==> src/rtl/sd_bram_port_arb_if.sv <==
// Signal bundle between the two port-A requesters, the arbiter and the
// BRAM port A. The arbiter connects through the slave modport; the
// requester/BRAM side (or a bench) uses the master modport.

interface sd_bram_port_arb_if #(
  parameter int ADDR_W = 9,
  parameter int DATA_W = 36
);

  // Requester 0: SD command/data engine
  logic              req0;
  logic              we0;
  logic [ADDR_W-1:0] addr0;
  logic [DATA_W-1:0] wdata0;
  logic              gnt0;
  logic              rvld0;
  logic [DATA_W-1:0] rdata0;

  // Requester 1: host register/DMA path
  logic              req1;
  logic              we1;
  logic [ADDR_W-1:0] addr1;
  logic [DATA_W-1:0] wdata1;
  logic              gnt1;
  logic              rvld1;
  logic [DATA_W-1:0] rdata1;

  // BRAM port A
  logic [ADDR_W-1:0] bram_addr;
  logic [DATA_W-1:0] bram_din;
  logic              bram_wr;
  logic [DATA_W-1:0] bram_dout;

  // Arbiter status
  logic              busy;

  modport master (
    output req0, we0, addr0, wdata0,
    output req1, we1, addr1, wdata1,
    output bram_dout,
    input  gnt0, rvld0, rdata0,
    input  gnt1, rvld1, rdata1,
    input  bram_addr, bram_din, bram_wr,
    input  busy
  );

  modport slave (
    input  req0, we0, addr0, wdata0,
    input  req1, we1, addr1, wdata1,
    input  bram_dout,
    output gnt0, rvld0, rdata0,
    output gnt1, rvld1, rdata1,
    output bram_addr, bram_din, bram_wr,
    output busy
  );

endinterface

==> src/rtl/sd_bram_port_arb.sv <==
// sd_bram_port_arb: two-requester round-robin arbiter for port A of the
// SD-card 512x36 dual-port block-RAM buffer. Requester 0 is the SD
// command/data engine, requester 1 the host register/DMA path. A cycle in
// which the owner keeps its request high is one beat driven straight onto
// the BRAM port; read beats return data one cycle later together with a
// per-requester valid strobe. A burst is capped at MAX_BURST beats only
// while the other requester is waiting (MAX_BURST legal range 1..256).

module sd_bram_port_arb #(
  parameter int ADDR_W    = 9,
  parameter int DATA_W    = 36,
  parameter int MAX_BURST = 16
) (
  input  logic              clk,
  input  logic              reset,
  sd_bram_port_arb_if.slave bus
);

  // The counter only has to reach MAX_BURST-1; keep at least one bit so that
  // MAX_BURST=1 still elaborates (the counter then stays at zero and every
  // contested beat hands the port over).
  localparam int               CNT_W    = (MAX_BURST > 1) ? $clog2(MAX_BURST) : 1;
  localparam logic [CNT_W-1:0] CNT_LAST = CNT_W'(MAX_BURST - 1);

  typedef enum logic [1:0] {
    ST_IDLE = 2'd0,
    ST_OWN0 = 2'd1,
    ST_OWN1 = 2'd2
  } state_t;

  state_t            state_r;
  state_t            state_s;
  logic              last_owner_r;
  logic              last_owner_s;
  logic [CNT_W-1:0]  beat_cnt_r;
  logic [CNT_W-1:0]  beat_cnt_s;

  logic              own_id_s;
  logic              own_req_s;
  logic              oth_req_s;
  logic              beat0_s;
  logic              beat1_s;

  logic              rvld0_r;
  logic              rvld1_r;

  logic [ADDR_W-1:0] bram_addr_s;
  logic [DATA_W-1:0] bram_din_s;
  logic              bram_wr_s;

  // Ownership state for a given requester index.
  function automatic state_t own_state(input logic owner);
    state_t st;
    if (owner) begin
      st = ST_OWN1;
    end else begin
      st = ST_OWN0;
    end
    return st;
  endfunction

  // Winner of a simultaneous request from IDLE: whoever did not own last.
  function automatic logic contest_winner(input logic last_owner);
    return ~last_owner;
  endfunction

  // Current owner index and the request lines seen from the owner's side.
  always_comb begin
    own_id_s  = (state_r == ST_OWN1);
    own_req_s = 1'b0;
    oth_req_s = 1'b0;
    if (own_id_s) begin
      own_req_s = bus.req1;
      oth_req_s = bus.req0;
    end else begin
      own_req_s = bus.req0;
      oth_req_s = bus.req1;
    end
  end

  // Beat qualification: the owner is requesting in a granted cycle.
  always_comb begin
    beat0_s = (state_r == ST_OWN0) && bus.req0;
    beat1_s = (state_r == ST_OWN1) && bus.req1;
  end

  // Next-state logic: arbitration from IDLE, release, fairness handover and
  // beat counting (the counter clears on every state change).
  always_comb begin
    state_s      = state_r;
    last_owner_s = last_owner_r;
    beat_cnt_s   = beat_cnt_r;
    case (state_r)
      ST_IDLE: begin
        beat_cnt_s = '0;
        if (bus.req0 && bus.req1) begin
          state_s = own_state(contest_winner(last_owner_r));
        end else if (bus.req0) begin
          state_s = ST_OWN0;
        end else if (bus.req1) begin
          state_s = ST_OWN1;
        end else begin
          state_s = ST_IDLE;
        end
      end
      ST_OWN0, ST_OWN1: begin
        if (!own_req_s) begin
          // Owner released: no beat this cycle, hand over directly if the
          // other side is waiting so the port never idles between owners.
          last_owner_s = own_id_s;
          beat_cnt_s   = '0;
          if (oth_req_s) begin
            state_s = own_state(~own_id_s);
          end else begin
            state_s = ST_IDLE;
          end
        end else if (beat_cnt_r == CNT_LAST) begin
          if (oth_req_s) begin
            // Fairness limit reached while the other side waits: this beat
            // completes, then the port moves over.
            last_owner_s = own_id_s;
            beat_cnt_s   = '0;
            state_s      = own_state(~own_id_s);
          end else begin
            // Uncontested: keep streaming, counter saturates.
            beat_cnt_s = beat_cnt_r;
            state_s    = state_r;
          end
        end else begin
          beat_cnt_s = beat_cnt_r + CNT_W'(1);
          state_s    = state_r;
        end
      end
      default: begin
        state_s    = ST_IDLE;
        beat_cnt_s = '0;
      end
    endcase
  end

  // Arbitration state registers; reset abandons any burst in progress.
  always_ff @(posedge clk or posedge reset) begin
    if (reset) begin
      state_r      <= ST_IDLE;
      last_owner_r <= 1'b1;
      beat_cnt_r   <= '0;
    end else begin
      state_r      <= state_s;
      last_owner_r <= last_owner_s;
      beat_cnt_r   <= beat_cnt_s;
    end
  end

  // BRAM port-A drive: the owner's beat goes straight to the port; outside
  // a beat the write strobe is held low and address/data are don't-care.
  always_comb begin
    bram_addr_s = bus.addr0;
    bram_din_s  = bus.wdata0;
    bram_wr_s   = 1'b0;
    if (state_r == ST_OWN1) begin
      bram_addr_s = bus.addr1;
      bram_din_s  = bus.wdata1;
      bram_wr_s   = beat1_s && bus.we1;
    end else begin
      bram_addr_s = bus.addr0;
      bram_din_s  = bus.wdata0;
      bram_wr_s   = beat0_s && bus.we0;
    end
  end

  // Read-valid strobes track the BRAM's one-cycle read latency and always
  // go to the requester that issued the read, even across a handover.
  always_ff @(posedge clk or posedge reset) begin
    if (reset) begin
      rvld0_r <= 1'b0;
      rvld1_r <= 1'b0;
    end else begin
      rvld0_r <= beat0_s && !bus.we0;
      rvld1_r <= beat1_s && !bus.we1;
    end
  end

  assign bus.gnt0      = (state_r == ST_OWN0);
  assign bus.gnt1      = (state_r == ST_OWN1);
  assign bus.busy      = (state_r != ST_IDLE);
  assign bus.rvld0     = rvld0_r;
  assign bus.rvld1     = rvld1_r;
  assign bus.rdata0    = bus.bram_dout;
  assign bus.rdata1    = bus.bram_dout;
  assign bus.bram_addr = bram_addr_s;
  assign bus.bram_din  = bram_din_s;
  assign bus.bram_wr   = bram_wr_s;

  sd_bram_port_arb_chk u_chk (
    .clk     (clk),
    .reset   (reset),
    .gnt0    (bus.gnt0),
    .gnt1    (bus.gnt1),
    .busy    (bus.busy),
    .bram_wr (bus.bram_wr),
    .rvld0   (bus.rvld0),
    .rvld1   (bus.rvld1)
  );

endmodule

// Structural invariants of the arbiter outputs.
module sd_bram_port_arb_chk (
  input logic clk,
  input logic reset,
  input logic gnt0,
  input logic gnt1,
  input logic busy,
  input logic bram_wr,
  input logic rvld0,
  input logic rvld1
);

  a_gnt_exclusive: assert property (@(posedge clk) disable iff (reset)
    !(gnt0 && gnt1));

  a_busy_matches_gnt: assert property (@(posedge clk) disable iff (reset)
    busy == (gnt0 || gnt1));

  a_wr_needs_gnt: assert property (@(posedge clk) disable iff (reset)
    bram_wr |-> (gnt0 || gnt1));

  a_rvld_exclusive: assert property (@(posedge clk) disable iff (reset)
    !(rvld0 && rvld1));

endmodule

==> src/flat_wrapper.sv <==
// flat-port wrapper written by rule: the top's interface ports become plain ports
module sd_bram_port_arb_flat 
#(
  parameter int ADDR_W    = 9,
  parameter int DATA_W    = 36,
  parameter int MAX_BURST = 16
)
  (clk, reset, bus_req0, bus_we0, bus_addr0, bus_wdata0, bus_req1, bus_we1, bus_addr1, bus_wdata1, bus_bram_dout, bus_gnt0, bus_rvld0, bus_rdata0, bus_gnt1, bus_rvld1, bus_rdata1, bus_bram_addr, bus_bram_din, bus_bram_wr, bus_busy);
  sd_bram_port_arb_if #(.ADDR_W(ADDR_W), .DATA_W(DATA_W)) bus_i ();
  input  logic clk;
  input  logic reset;
  input wire logic [$bits(bus_i.req0)-1:0] bus_req0;
  input wire logic [$bits(bus_i.we0)-1:0] bus_we0;
  input wire logic [$bits(bus_i.addr0)-1:0] bus_addr0;
  input wire logic [$bits(bus_i.wdata0)-1:0] bus_wdata0;
  input wire logic [$bits(bus_i.req1)-1:0] bus_req1;
  input wire logic [$bits(bus_i.we1)-1:0] bus_we1;
  input wire logic [$bits(bus_i.addr1)-1:0] bus_addr1;
  input wire logic [$bits(bus_i.wdata1)-1:0] bus_wdata1;
  input wire logic [$bits(bus_i.bram_dout)-1:0] bus_bram_dout;
  output wire logic [$bits(bus_i.gnt0)-1:0] bus_gnt0;
  output wire logic [$bits(bus_i.rvld0)-1:0] bus_rvld0;
  output wire logic [$bits(bus_i.rdata0)-1:0] bus_rdata0;
  output wire logic [$bits(bus_i.gnt1)-1:0] bus_gnt1;
  output wire logic [$bits(bus_i.rvld1)-1:0] bus_rvld1;
  output wire logic [$bits(bus_i.rdata1)-1:0] bus_rdata1;
  output wire logic [$bits(bus_i.bram_addr)-1:0] bus_bram_addr;
  output wire logic [$bits(bus_i.bram_din)-1:0] bus_bram_din;
  output wire logic [$bits(bus_i.bram_wr)-1:0] bus_bram_wr;
  output wire logic [$bits(bus_i.busy)-1:0] bus_busy;
  assign bus_i.req0 = bus_req0;
  assign bus_i.we0 = bus_we0;
  assign bus_i.addr0 = bus_addr0;
  assign bus_i.wdata0 = bus_wdata0;
  assign bus_i.req1 = bus_req1;
  assign bus_i.we1 = bus_we1;
  assign bus_i.addr1 = bus_addr1;
  assign bus_i.wdata1 = bus_wdata1;
  assign bus_i.bram_dout = bus_bram_dout;
  assign bus_gnt0 = bus_i.gnt0;
  assign bus_rvld0 = bus_i.rvld0;
  assign bus_rdata0 = bus_i.rdata0;
  assign bus_gnt1 = bus_i.gnt1;
  assign bus_rvld1 = bus_i.rvld1;
  assign bus_rdata1 = bus_i.rdata1;
  assign bus_bram_addr = bus_i.bram_addr;
  assign bus_bram_din = bus_i.bram_din;
  assign bus_bram_wr = bus_i.bram_wr;
  assign bus_busy = bus_i.busy;
  sd_bram_port_arb #(.ADDR_W(ADDR_W), .DATA_W(DATA_W), .MAX_BURST(MAX_BURST)) u_core (.clk(clk), .reset(reset), .bus(bus_i));
endmodule
==> config.mk <==
export PLATFORM = sky130hd
export DESIGN_NAME = sd_bram_port_arb_flat
export DESIGN_NICKNAME = d
export VERILOG_FILES = /design/src/rtl/sd_bram_port_arb_if.sv /design/src/rtl/sd_bram_port_arb.sv /design/src/flat_wrapper.sv
export SDC_FILE = /design/constraint.sdc
export NUM_CORES = 1
export LEC_CHECK = 0
export CAP_MARGIN = 20
export CORE_AREA = 2 2 98 100
export CTS_BUF_LIST = sky130_fd_sc_hd__clkbuf_8
export DETAILED_ROUTE_END_ITERATION = 10
export DIE_AREA = 0 0 100 102
export PLACE_DENSITY = 0.78
export SYNTH_ARGS = -nofsm -noshare
export SYNTH_HDL_FRONTEND = slang
export SYNTH_SLANG_ARGS = --single-unit
==> constraint.sdc <==
create_clock -name clk -period 2.3 [get_ports clk]
set_clock_uncertainty 0.1 [all_clocks]
set_input_delay 0.46 -clock clk [delete_from_list [all_inputs] [get_ports clk]]
set_output_delay 0.46 -clock clk [all_outputs]
set_load 0.05 [all_outputs]
==> metrics.md, run 1 <==
| Metric | Value |
|---|---|
| Placed Area | around 0.0027 sq mm |
| Setup CP Type | flop to primary output |
| Routed WL | roughly 5500 um |
| DRT iter0 DRCs | 17 |
| Status | finished, final reports clean |
| Post-synth ARST share | 1.00 |
| Worst-path clk slew | ~0.04 ns |
| Synth Area in Compound Gates | 0.0651 |
| Xor/xnor cell area share of the yosys netlist | 0 |
| # fillers | between 900 and 1000 |
| Yosys cell types | 27 |
| Crit Path Max Fanout | 26 |
| Wire length per cell | 14.7 um |
| Die Footprint | between 0.01 and 0.015 sq mm |
| DRC violations left | 0 |
| Post-Synth Adder-Cell Area | 0.0444 |
| Mapped Avg Cell Area | 9.09 sq um |
| Min Tclk post-route | roughly 2.3 ns |
| TritonCTS buffer count | 3 |
| Vias per cell | about 4.1 |
| Max Slew Vio Count | 0 |
| Fin Setup TNS | 0 ns |
| Core area | slightly above 0.009 sq mm |
| Grt ovf | 0 |
| Leakage | between 0.001 and 0.0015 uW |
| Clock buffer depth | 2 |
| Synth Net Count | 324 |
| R2R Setup Slk | roughly 0.33 ns |
| Synth Register Bits | 9 |
| Total iterations of the first detailed-routing run | 4 |
| First-pass GRT wire length | about 8000 um |
| Placed insts | around 370 |
| Post-Syn Instances | between 150 and 200 |
| # port buffers | about 150 |
| Vias | 1546 |
| F_max | roughly 0.44 GHz |
| Final period utilization | 0.980 |
| Finished Layout Cells | 373 |
| CTS Sinks | 9 |
| # setup viols final | 0 |
| GRT Total Usage | 0.0970 |
| Critical Path AT | 1.69 ns |
| Critical Path RT | 1.74 ns |
| R2r worst-path depth | 6 |
| Setup bufs post-CTS | 0 |
| Relative slew slack | 0.658 |
| Crit start category | flop |
| Unrepaired setup endpoints after global routing | yes |
| Critical Path Sink Type | primary output |
| Final nets | approximately 400 |
| Peak supply drop | between 500 and 600 uV |
| Antenna cells | 0 |
| Power density over the cells | 1160 mW/mm^2 |
| Simple-Gate Fraction of Synth Area | 0.0733 |
| Cts hold-fix bufs | 0 |
| Synth Flop Type | dfrtp_1 |
| Vias in the first global route | 1676 |
| CTS tree | built |
| Die Span Y | 102 um |
| Multiplexer area fraction after synthesis | 0.333 |
| Gpl congestion | roughly 0.72 |
| Fin. Hold Viols | 0 |
| Largest family of logic cells by synthesized area | buffers and inverters |
| Horiz. Die Dim | 100 um |
| Clk root buf | clkbuf_8 |
| Yosys warning total | 0 |
| Reg2reg end | u_core.state_r[0]$_DFFE_PP0P_ |
| H-tree levels | 1 |
| Layout area overhead | 67.1% |
| Largest net degree at the start of global routing | 27 |
| R2r startpoint | u_core.state_r[0]$_DFFE_PP0P_ |
| Hold WC Path Type | primary input to async pin |
| IO Pins | roughly 260 |
| Seq/Total Area, Yosys | 0.134 |
| Final Cell Area | ~0.0028 sq mm |
| DP Wirelength | 4440 um |
| Clock latency on the worst-skew pair | roughly 0.23 ns |
| Max Cap Viol | 0 |
| Slew of the pin with the lowest slew margin | 0.512 ns |
| Share of cells above drive strength 1 | 0.420 |
| Starting density of the core | 0.186 |
| Initial antenna violation count | 0 |
| Number of synthesized flops with an enable pin | 0 |
| Synth Cell Area | between 0.0015 and 0.002 sq mm |
| Routed Antenna Nets | 0 |
| # rows | 35 |
==> cells by family (layout without fill, tap and decap cells) <==
logic type,after synthesis,count (layout)
compound gates,14,14
fa+ha+maj,6,6
buf+inv,83,159
flops,9,9
mux,49,49
simple gates,25,25
==> cell type report <==
| class | instances | area, sq um | share of cell area |
|---|---|---|---|
| multi-input combinational | 94 | 898 | 0.318 |
| inverter | 5 | 18.8 | 0.00665 |
| tap | 111 | 139 | 0.0492 |
| clock inverter | 1 | 3.75 | 0.00133 |
| sequential | 9 | 226 | 0.0802 |
| clock buffer | 3 | 41.3 | 0.0146 |
| timing repair buffer | 150 | 1500 | 0.530 |
==> synth_stat cells (all sizes together) (2+ instances only) <==
| master | n | area share |
|---|---|---|
| nand3b | 2 | 0.0089 |
| ha | 6 | 0.044 |
| nand2 | 8 | 0.018 |
| a21oi | 3 | 0.0089 |
| a31oi | 2 | 0.0074 |
| nor2 | 5 | 0.011 |
| mux2 | 48 | 0.32 |
| nor2b | 2 | 0.0074 |
| dfrtp | 8 | 0.12 |
| buf | 78 | 0.34 |
| nand3 | 4 | 0.012 |
| inv | 5 | 0.011 |
| a211oi | 2 | 0.0089 |
| o22ai | 2 | 0.0074 |
==> repair_timing <==
item,CTS,global route
setup endpoints to repair,46,13
resized for setup,3,12
cloned,1,0
==> per-layer routing <==
layer	global-route usage	routed length [um]	vias up
li1	-	-	716
met5	0	0	-
met2	0.192	2870	109
met1	0.101	1860	702
met3	0.0253	664	19
met4	0.0263	70	0
==> worst max path at each step <==
stage | endpoint | start | depth (start not counted)
2_1_floorplan | bus_bram_din[27] | u_core.state_r[0]$_DFFE_PP0P_ | 5
3_3_place_gp | bus_bram_din[10] | u_core.state_r[0]$_DFFE_PP0P_ | 5
3_5_place_dp | bus_bram_din[10] | u_core.state_r[0]$_DFFE_PP0P_ | 5
4_1_cts | bus_bram_din[10] | u_core.state_r[0]$_DFFE_PP0P_ | 5
5_1_grt | bus_bram_din[10] | u_core.state_r[0]$_DFFE_PP0P_ | 5
6_report | bus_bram_din[10] | u_core.state_r[0]$_DFFE_PP0P_ | 5
==> sequential cells by signal, summed over array words and instances, names as in the netlist <==
signal and cells:
u_core.beat_cnt_r 4, u_core.bus.rvld0 1, u_core.bus.rvld1 1, u_core.last_owner_r 1, u_core.state_r 2
==> placed cells by master (no fill, tap or decap), types with 3 or more instances in the layout <==
cell type | netlist | routed
clkdlybuf4s50_1 | 0 | 97
mux2_2 | 46 | 46
buf_4 | 73 | 35
buf_6 | 0 | 12
nand2_1 | 8 | 8
dfrtp_1 | 8 | 8
nor2_1 | 5 | 5
inv_1 | 5 | 5
ha_1 | 6 | 5
buf_12 | 0 | 5
nand3_1 | 4 | 4
a21oi_1 | 3 | 3
clkbuf_8 | 0 | 3
==> per-stage QoR <==
stage	setup WS, ns	power (uW)	hold WS [ns]	utilization
6_report	0.0468	3280	0.423	0.310
5_1_grt	-0.00594	3440	0.458	0.310
3_3_place_gp	0.171	2930	0.429	0.296
3_5_place_dp	0.131	2980	0.440	0.296
4_1_cts	0.0234	3270	0.445	0.305
2_1_floorplan	0.00632	2490	0.187	-
==> worst max-delay path: stages, from the launching register on <==
cell	delay, ns
dfrtp_1	0.41
inv_2	0.11
ha_4	0.18
buf_12	0.19
mux2_2	0.40
buf_12	0.16
==> power by group <==
group	internal, uW	switching (uW)	leakage (uW)	total [uW]
sequential	205	40.7	0.000118	246
combinational	1180	1690	0.00100	2870
clock	116	55.5	0.0000269	171
total	1500	1780	0.00115	3280
Power figures use the tool's default switching activity.
==> run 2, diff against run 1 <==
PLACE_DENSITY = 0.68   (was 0.78)
SKIP_LAST_GASP = 1   (was unset)
==> metrics.md, run 2 (synthesis gave the netlist of run 1 again) <==
| Metric | Value |
|---|---|
| Met2 wire len | between 2000 and 3000 um |
| IO Pins | about 260 |
| Routed WL | 5520 um |
| Slowest cell on the critical path | dfrtp_1 |
| Commonest cells after routing, fill and taps aside | clkdlybuf4s50_1 (97), buf_4 (49), mux2_2 (46), nand2_1 (8), dfrtp_1 (8) |
| Starting density of the core | 0.186 |
| Worst path top cell family by delay | buffers and inverters |
| Top reg by flops | u_core.beat_cnt_r |
| Clock buffer depth | 2 |
| Unrepaired setup endpoints after global routing | yes |
| Fin Hold WS | roughly 0.40 ns |
| Relative slew slack | 0.660 |
| Commonest non-fill, non-tap cell in the layout | clkdlybuf4s50_1 |
| Layout area overhead | 63.6% |
| CP peak stage delay | 0.41 ns |
| Clock latency on the worst-skew pair | roughly 0.23 ns |
| Min Tclk post-route | around 2.2 ns |
| Crit start category | flop |
| Fin Setup TNS | 0 ns |
| DRC violations left | 0 |
| Internal power | roughly 1400 uW |
| Crit Path Max Fanout | 12 |
| Multi-input logic area | 898 sq um |
| WL met1 | between 2000 and 2500 um |
| Die Footprint | 0.0102 sq mm |
| Routed Antenna Nets | 0 |
| Number of cells on the critical path | 5 |
| CTS Sinks | 9 |
| Worst slack, placed | between 0.15 and 0.2 ns |
| Reg area | about 230 sq um |
| Share of cells above drive strength 1 | 0.422 |
| DP Wirelength | roughly 4600 um |
| Total iterations of the first detailed-routing run | 4 |
| F_max | around 0.45 GHz |
| Critical Path Sink Type | primary output |
| Status | finished, final reports clean |
| Finished Layout Cells | 374 |
| Worst-path clk slew | ~0.040 ns |
| Initial antenna violation count | 1 |
| Final period utilization | 0.972 |
| Gpl congestion | 0.761 |
| Die Span Y | between 100 and 150 um |
| Fin. Hold Viols | 0 |
| Hold WC Path Type | primary input to async pin |
| Worst path cell trace | inv_2 -> ha_4 -> buf_6 -> mux2_2 -> buf_4 |
| Number of flip-flops in the largest register | 4 |
| R2r worst-path depth | 6 |
| Psw | between 1500 and 2000 uW |
| TritonCTS buffer count | 3 |
| Final worst slack | around 0.064 ns |
| Placed insts | around 370 |
| GRT Total Usage | 0.104 |
| # rows | 35 |
| Vias | about 1500 |
| Antenna cells | 0 |
| Final nets | 402 |
| Metal3 WL | just under 700 um |
| Setup CP Type | flop to primary output |
| Core area | approximately 0.0091 sq mm |
| Highest metal used | met5 |
| Vias per cell | 4.06 |
| Critical path buffer and inverter count | 3 |
| Clk root buf | clkbuf_8 |
| H-tree levels | 1 |
| First-pass GRT wire length | about 8300 um |
| Max Cap Viol | 0 |
| Peak supply drop | 517 uV |
| Setup bufs post-CTS | 0 |
| # setup viols final | 0 |
| Power density over the cells | 1160 mW/mm^2 |
| Critical Path AT | ~1.7 ns |
| Max Slew Vio Count | 0 |
| Slew of the pin with the lowest slew margin | roughly 0.51 ns |
| CTS tree | built |
| Largest registers | u_core.beat_cnt_r (4), u_core.state_r (2) |
| Critical Path RT | 1.74 ns |
| Flop pwr share | 0.076 |
| Vias in the first global route | 1615 |
| Horiz. Die Dim | about 100 um |
| Combinational share of power | 0.869 |
| Leakage | approximately 0.0011 uW |
| # fillers | between 900 and 1000 |
| Largest net degree at the start of global routing | 21 |
| Sw frac | 0.547 |
| Wire length per cell | 14.8 um |
| # port buffers | between 100 and 150 |
| Fin util | 0.304 |
| Grt ovf | 0 |
| Clock group share of total power | 0.054 |
| DRT iter0 DRCs | 25 |
run 2: cell count changes in the layout (fill, tap and decap cells not counted), sizes merged:
cell | before | now
buf | 53 | 54
run 2: metrics by stage:
step / total power (uW) / instance area [sq um]
6_report: 3200 / 2770
5_1_grt: 3350 / 2770
4_1_cts: 3240 / 2770
3_5_place_dp: 2940 / 2680
3_3_place_gp: 2920 / 2680
2_1_floorplan: 2490 / 1710
run 2: worst reg2reg max path: stages (launching register included):
cell,delay (ns)
dfrtp_1,0.41
inv_2,0.11
ha_4,0.20
buf_6,0.19
mux2i_4,0.36
o211ai_2,0.14
mux2_1,0.32
run 2: path summary, 6_finish.rpt:
| check | start | endpoint | slack (ns) |
|---|---|---|---|
| worst min register to register | u_core.beat_cnt_r[0]$_DFFE_PP0P_ | u_core.beat_cnt_r[0]$_DFFE_PP0P_ | 0.45 |
| worst min-delay path | reset | u_core.beat_cnt_r[0]$_DFFE_PP0P_ | 0.40 |
| max in group asynchronous | reset | u_core.last_owner_r$_DFFE_PP1P_ | 1.41 |
| min in group clk | u_core.beat_cnt_r[0]$_DFFE_PP0P_ | u_core.beat_cnt_r[0]$_DFFE_PP0P_ | 0.45 |
| worst max register to register | u_core.state_r[0]$_DFFE_PP0P_ | u_core.state_r[0]$_DFFE_PP0P_ | 0.36 |
| worst max-delay path | u_core.state_r[0]$_DFFE_PP0P_ | bus_bram_din[33] | 0.06 |
run 2: final cells by class:
class / instances / share of cell area
Tap cell: 111 / 0.0502
Inverter: 5 / 0.00679
Clock inverter: 1 / 0.00136
Clock buffer: 3 / 0.0149
Sequential cell: 9 / 0.0819
Multi-Input combinational cell: 94 / 0.325
Timing Repair Buffer: 151 / 0.520
run 2: power groups by stage:
stage          combinational, uW  clock, uW  sequential, uW
2_1_floorplan               2240          0             249
5_1_grt                     2920        186             250
6_report                    2780        173             245
3_5_place_dp                2700          0             242
4_1_cts                     2810        180             245
3_3_place_gp                2680          0             240
run 2: repair_timing:
item                                    4_1_cts  5_1_grt
endpoints found under the setup margin       45        1
resized for setup                             4        0
gates cloned                                  1        0
hold endpoints to repair                      0        0
hold buffers                                  0        0
run 2: layer usage:
layer,track usage,up-vias
met3,0.0342,16
met5,0,-
li1,-,720
met2,0.195,113
met4,0.0390,2
met1,0.107,666
